<file path="config.mk">
export PLATFORM = sky130hd
export DESIGN_NAME = cond_logic
export DESIGN_NICKNAME = d
export VERILOG_FILES = /design/src/rtl/cond_logic.sv
export SDC_FILE = /design/constraint.sdc
export NUM_CORES = 1
export LEC_CHECK = 0
export BUFFER_PORTS_ARGS = -buffer_cell sky130_fd_sc_hd__buf_2
export CAP_MARGIN = 5
export CORE_MARGIN = 3
export CORE_UTILIZATION = 25
export DETAILED_ROUTE_END_ITERATION = 8
export PLACE_DENSITY = 0.59
export SLEW_MARGIN = 25
export SYNTH_ARGS = -nofsm -noshare
export SYNTH_HDL_FRONTEND = slang
export SYNTH_SLANG_ARGS = --single-unit
</file>
<file path="constraint.sdc">
create_clock -name clk -period 1.2 [get_ports clk]
set_input_delay 0.06 -clock clk [delete_from_list [all_inputs] [get_ports clk]]
set_output_delay 0.06 -clock clk [all_outputs]
set_load 0.03 [all_outputs]
</file>
<file path="src/rtl/cond_logic.sv">
// Condition-and-flags unit: holds NZCV, evaluates the condition field at decode, gates write enables.
// Latency: Cond->CondEx and ALUFlags->Flags take 1 cycle; CondEx->write enables are combinational.
// Backpressure: Stall freezes Flags and CondEx; write-enable gating ignores Stall (the FSM drops requests).
module cond_logic (
  input  logic       clk,
  input  logic       reset_n,
  input  logic [3:0] Cond,
  input  logic [3:0] ALUFlags,
  input  logic       InstrValid,
  input  logic       Stall,
  input  logic [1:0] FlagW,
  input  logic       PCS,
  input  logic       NextPC,
  input  logic       RegW,
  input  logic       MemW,
  input  logic       NoWrite,
  output logic [3:0] Flags,
  output logic       CondEx,
  output logic       PCWrite,
  output logic       RegWrite,
  output logic       MemWrite
);

  typedef enum logic [3:0] {
    COND_EQ = 4'b0000,
    COND_NE = 4'b0001,
    COND_CS = 4'b0010,
    COND_CC = 4'b0011,
    COND_MI = 4'b0100,
    COND_PL = 4'b0101,
    COND_VS = 4'b0110,
    COND_VC = 4'b0111,
    COND_HI = 4'b1000,
    COND_LS = 4'b1001,
    COND_GE = 4'b1010,
    COND_LT = 4'b1011,
    COND_GT = 4'b1100,
    COND_LE = 4'b1101,
    COND_AL = 4'b1110,
    COND_NV = 4'b1111
  } cond_e;

  logic [3:0] flags_q, flags_d;
  logic       condex_q, condex_d;
  logic       flag_n, flag_z, flag_c, flag_v;
  logic       cond_pass;

  // Individual flag bits of the architectural register (never the live ALU flags).
  assign flag_n = flags_q[3];
  assign flag_z = flags_q[2];
  assign flag_c = flags_q[1];
  assign flag_v = flags_q[0];

  // Evaluate the condition field against the registered flags; NV decodes to never.
  always_comb begin
    cond_pass = 1'b0;
    case (cond_e'(Cond))
      COND_EQ: cond_pass = flag_z;
      COND_NE: cond_pass = ~flag_z;
      COND_CS: cond_pass = flag_c;
      COND_CC: cond_pass = ~flag_c;
      COND_MI: cond_pass = flag_n;
      COND_PL: cond_pass = ~flag_n;
      COND_VS: cond_pass = flag_v;
      COND_VC: cond_pass = ~flag_v;
      COND_HI: cond_pass = flag_c & ~flag_z;
      COND_LS: cond_pass = ~flag_c | flag_z;
      COND_GE: cond_pass = (flag_n == flag_v);
      COND_LT: cond_pass = (flag_n != flag_v);
      COND_GT: cond_pass = ~flag_z & (flag_n == flag_v);
      COND_LE: cond_pass = flag_z | (flag_n != flag_v);
      COND_AL: cond_pass = 1'b1;
      COND_NV: cond_pass = 1'b0;
      default: cond_pass = 1'b0;
    endcase
  end

  // Next-state: flag write is qualified by the pre-edge CondEx, new CondEx uses pre-edge flags.
  always_comb begin
    flags_d  = flags_q;
    condex_d = condex_q;
    if (!Stall) begin
      if (condex_q && FlagW[1]) flags_d[3:2] = ALUFlags[3:2];
      if (condex_q && FlagW[0]) flags_d[1:0] = ALUFlags[1:0];
      if (InstrValid)           condex_d     = cond_pass;
    end
  end

  // State registers; synchronous reset abandons any in-flight instruction.
  always_ff @(posedge clk) begin
    if (!reset_n) begin
      flags_q  <= 4'b0000;
      condex_q <= 1'b0;
    end else begin
      flags_q  <= flags_d;
      condex_q <= condex_d;
    end
  end

  assign Flags    = flags_q;
  assign CondEx   = condex_q;
  assign PCWrite  = (PCS & condex_q) | NextPC;
  assign RegWrite = RegW & condex_q & ~NoWrite;
  assign MemWrite = MemW & condex_q;

endmodule

</file>
==> results of run 1 <==
## report_power, final
group / switching (mW) / internal, mW
registers: 0.00506 / 0.169
logic: 0.0551 / 0.0523
clock network: 0.0754 / 0.126
total: 0.136 / 0.347
## metal layers
layer	track usage	vias to the layer above	wire length, um	share of wire
met1	0.140	168	425	0.49
met4	0.0559	0	6	0.0069
met2	0.122	13	365	0.42
li1	-	204	-	-
met3	0.0472	2	78	0.089
met5	0	-	0	0
## timing repair
item | 4_1_cts | 5_1_grt
resized for setup | 1 | 1
buffers inserted | 0 | 0
endpoints found under the setup margin | 1 | 1
pin swaps | 3 | 0
## stage by stage
step | std cells | setup slack, ps | area (um^2) | hold WS, ps | setup TNS [ps]
finish | 85 | 53.1 | 526 | 69.9 | 0
global route | 85 | -51.9 | 526 | 72.9 | -51.9
CTS | 85 | 40.6 | 518 | 69.3 | 0
detailed placement | 82 | 2.18 | 499 | 323 | 0
global placement | 82 | 40.6 | 499 | 323 | 0
floorplan | 41 | -16.2 | 344 | 195 | -16.2
## worst paths after layout
check / startpoint / end / depth (start not counted)
worst min register to register: Flags[1] / Flags[1] / 2
worst min-delay path: ALUFlags[3] / Flags[3] / 3
worst max register to register: Flags[0] / CondEx / 4
worst max-delay path: Flags[0] / CondEx / 4
## sequential cells by signal, summed over array words and instances, names as in the netlist
name,cells
CondEx,1
Flags,4
## cells in the mapped netlist
cell | instances | area, um^2
o21ba_2 | 1 | 10.0
nand3_1 | 5 | 25.0
nand2_1 | 8 | 30.0
o41ai_1 | 1 | 8.76
and2_1 | 1 | 6.26
nor3_1 | 1 | 5.00
o22ai_2 | 1 | 12.5
o21ai_0 | 1 | 5.00
nor2_1 | 1 | 3.75
nand2b_1 | 3 | 18.8
dfxtp_1 | 5 | 100
nor2b_1 | 1 | 6.26
a21boi_0 | 4 | 30.0
mux2i_1 | 3 | 30.0
a21o_1 | 1 | 7.51
xnor2_1 | 4 | 35.0
## worst min-delay path: stages
cell and delay [ps]:
buf_2 90, nand3_1 50, a21boi_0 60
## layout make-up
| class | instances | area (um^2) |
|---|---|---|
| Clock buffer | 4 | 26.3 |
| Fill cell | 119 | 646 |
| Multi-Input combinational cell | 36 | 244 |
| Sequential cell | 5 | 108 |
| Tap cell | 14 | 17.5 |
| Timing Repair Buffer | 26 | 130 |
## cell families after synthesis
logic type       after synthesis  share of synthesized area
AND/OR/NAND/NOR               20                      0.285
AO/OA/AOI/OAI                  9                      0.221
flip-flops                     5                      0.300
XOR/XNOR                       4                      0.105
multiplexers                   3                     0.0899
==> metrics, run 1 <==
row cnt 12; Final Skew 1.09 ps; Die X 42.6 um; nets 91; effective utilization at floorplan 0.285; Final min period 1150 ps; Layout area overhead 57.3%; share of post-route cells with drive strength above 1 0.521; CP max-delay cell dfxtp_2; Avg Cell Area, Syn 8.15 um^2; largest net degree at the start of global routing 7; Worst Setup End Kind register; io pins 27; Bufs on Longest Clock Path 2; Required @ worst endpoint 1350 ps; largest delay contributor family on the critical path compound AO/OA/AOI/OAI gates; CP Cell Sequence mux2i_1, xnor2_1, o21ai_1, o41ai_2; pins over their slew limit 0; Worst Hold Class input port to register; CTS Buf Count 3; initial drt markers 6; Worst slew margin 0.865; synthesized net count 60; core area 0.00117 mm^2; total vias in the final route 387; routed wire length 874 um; n_diodes 0; number of I/O port buffers 26; Setup Crit Path Kind register to register; Reg clk slew, reported paths 50 ps; CTS Sinks 5; Setup violations, final 0; Avg WL per Cell 10.3 um; max incr delay on CP 330 ps; status finished clean; total iterations of the first detailed-routing run 2; Die Y 42.6 um; most frequent cells in the layout 26 x buf_2, 8 x nand2_1, 5 x nand3_1, 4 x a21boi_0, 4 x xnor2_1; global-route wire length before repair 1.39 mm; Fin. Hold Viols 0; Worst VDD drop 0.000398 V; Seq cells post-synth 5; register area share after synthesis 0.300; worst slew pin tran 197 ps; CTS tree built; synth warn 0; ANT nets after route 0; Static Leak 0.245 nW; hold buffers post-CTS 0; critical path arrival 1300 ps; Tot GR Track Use 0.100; initial antenna violation count 0; RSZ-0062 raised after global routing yes; die area 0.00181 mm^2; Power Total 0.483 mW; DR DRC count 0; max capacitance violation total 0; vias in the first global route 322; Post-Syn Instances 41; commonest non-fill, non-tap cell in the layout buf_2; Highest Clock Rate 872 MHz; number of library cell types mapped by synthesis 16; crit-path max FO 4; Tcrit/Tclk final 0.956; latest clock arrival within the worst-skew pair 240 ps; H-tree depth 1; r2r setup slk 50 ps; GP Congestion 0.721; worst path buffer plus inverter count 0; Clock Tree Root clkbuf_4; Via density 4.55; gr ovfl total 0; post-layout util 0.449; synthesized area 334 um^2; crit start category register; Power Dens Cells 919 mW/mm^2
Note: power is estimated with default switching activity, not from simulation.
==> run 2, diff against run 1 <==
--- a/config.mk
+++ b/config.mk
@@ -9,6 +9,7 @@
 export CAP_MARGIN = 5
 export CORE_MARGIN = 3
 export CORE_UTILIZATION = 25
+export CTS_BUF_LIST = sky130_fd_sc_hd__clkbuf_2 sky130_fd_sc_hd__clkbuf_4 sky130_fd_sc_hd__clkbuf_8
 export DETAILED_ROUTE_END_ITERATION = 8
 export PLACE_DENSITY = 0.59
 export SLEW_MARGIN = 25
==> run 2 against run 1 <==
Effect of this change:
- non-clock buffer count unchanged
- worst hold slack about the same
- via count unchanged
- critical endpoint unchanged
- critical path depth did not move
- register-to-register slack is essentially flat
- clock power increased by 11%
- global-route usage unchanged
- largest cell class unchanged
==> metrics, run 2 (synthesis gave the netlist of run 1 again) <==
max reg flops 4; Setup violations, final 0; core area 0.00117 mm^2; hold slack 69.9 ps; io pins 27; effective utilization at floorplan 0.285; Die Y 42.6 um; fin worst setup slack 51.1 ps; status finished clean; Tot GR Track Use 0.100; Static Leak 0.249 nW; DR DRC count 0; Avg WL per Cell 10.3 um; hold depth 3; Required @ worst endpoint 1350 ps; fillcell total 117; vias in the first global route 322; Final Skew 1.81 ps; CP max-delay cell dfxtp_2; most frequent cells in the layout 26 x buf_2, 8 x nand2_1, 5 x nand3_1; GP Congestion 0.721; CP Cell Sequence mux2i_1, xnor2_1, o21ai_1, o41ai_2; nets 91; Setup Crit Path Kind register to register; critical path arrival 1300 ps; Fin. Hold Viols 0; max capacitance violation total 0; total vias in the final route 387; CTS Sinks 5; max incr delay on CP 330 ps; pre-CTS setup slack 2.18 ps; Clock power frac 0.444; Bufs on Longest Clock Path 2; number of I/O port buffers 26; routed wire length 874 um; Worst VDD drop 0.000407 V; Highest Clock Rate 870 MHz; Sequential Power Share 0.344; Via density 4.55; share of post-route cells with drive strength above 1 0.535; Sw Pwr 0.137 mW; Power Total 0.507 mW; worst slew pin tran 197 ps; Layout area overhead 58.4%; crit start category register; latest clock arrival within the worst-skew pair 240 ps; Worst slew margin 0.865; RSZ-0062 raised after global routing yes; crit-path max FO 4; Reg clk slew, reported paths 50 ps; n_diodes 0; Die X 42.6 um; Int Pwr 0.370 mW; ANT nets after route 0; Clock Tree Root clkbuf_4; r2r worst-path depth 4; Tcrit/Tclk final 0.957; Comb power frac 0.212; die area 0.00181 mm^2; total iterations of the first detailed-routing run 2; pins over their slew limit 0; initial drt markers 6; row cnt 12; CTS Buf Count 3; Worst Setup End Kind register; CTS tree built; H-tree depth 1; hold buffers post-CTS 0; global-route wire length before repair 1.39 mm; setup bufs post-CTS 0; Power Dens Cells 957 mW/mm^2; switching share of power 0.270; Worst Hold Class input port to register; gr ovfl total 0; largest net degree at the start of global routing 7; commonest non-fill, non-tap cell in the layout buf_2; post-layout util 0.452; Final min period 1150 ps; initial antenna violation count 0
## run 2: cell count changes in the layout (fill, tap and decap cells not counted)
| cell | change |
|---|---|
| clkbuf_1 | -1 |
| clkbuf_4 | +1 |
## run 2: path summary, 6_finish.rpt
check                  end  slack (ps)        start
setup / recovery    CondEx          50     Flags[0]
hold / removal    Flags[3]          70  ALUFlags[3]
setup reg to reg    CondEx          50     Flags[0]
hold reg to reg   Flags[1]         490     Flags[1]
## run 2: layout make-up
cell class / instances / area [um^2] / area share
Timing Repair Buffer: 26 / 130 / 0.246
Sequential cell: 5 / 108 / 0.203
Clock buffer: 4 / 30.0 / 0.0567
Multi-Input combinational cell: 36 / 244 / 0.461
Tap cell: 14 / 17.5 / 0.0331
## run 2: power by group through the flow
| stage | sequential, mW | combinational (mW) | clock (mW) |
|---|---|---|---|
| 2_1_floorplan | 0.184 | 0.0463 | 0 |
| 3_3_place_gp | 0.177 | 0.105 | 0 |
| 3_5_place_dp | 0.177 | 0.105 | 0 |
| 4_1_cts | 0.174 | 0.105 | 0.226 |
| 5_1_grt | 0.175 | 0.117 | 0.244 |
| 6_report | 0.174 | 0.107 | 0.225 |
## run 2: metrics by stage
stage	cell area, um^2	instances	setup TNS [ps]
2_1_floorplan	344	41	-16.2
3_3_place_gp	499	82	0
3_5_place_dp	499	82	0
4_1_cts	522	85	0
5_1_grt	529	85	-52.3
6_report	529	85	0
## run 2: per-layer routing
| metal | GRT usage | share of wire | vias up | wire length (um) |
|---|---|---|---|---|
| met2 | 0.122 | 0.42 | 13 | 368 |
| met3 | 0.0472 | 0.089 | 2 | 78 |
| met4 | 0.0559 | 0.0069 | 0 | 6 |
| met5 | 0 | 0 | - | 0 |
| met1 | 0.140 | 0.48 | 168 | 421 |
| li1 | - | - | 204 | - |
## run 2: critical path, delay by kind of cell, from the launching register on
| family | cells | cell delay (ps) |
|---|---|---|
| AO/OA/AOI/OAI | 2 | 410 |
| XOR/XNOR | 1 | 140 |
| multiplexers | 1 | 170 |
| flip-flops | 1 | 330 |
## run 2: repair_timing
item | CTS | global route
resized for setup | 1 | 1
pin swaps | 3 | 0
endpoints found under the setup margin | 1 | 1
gates cloned | 0 | 0
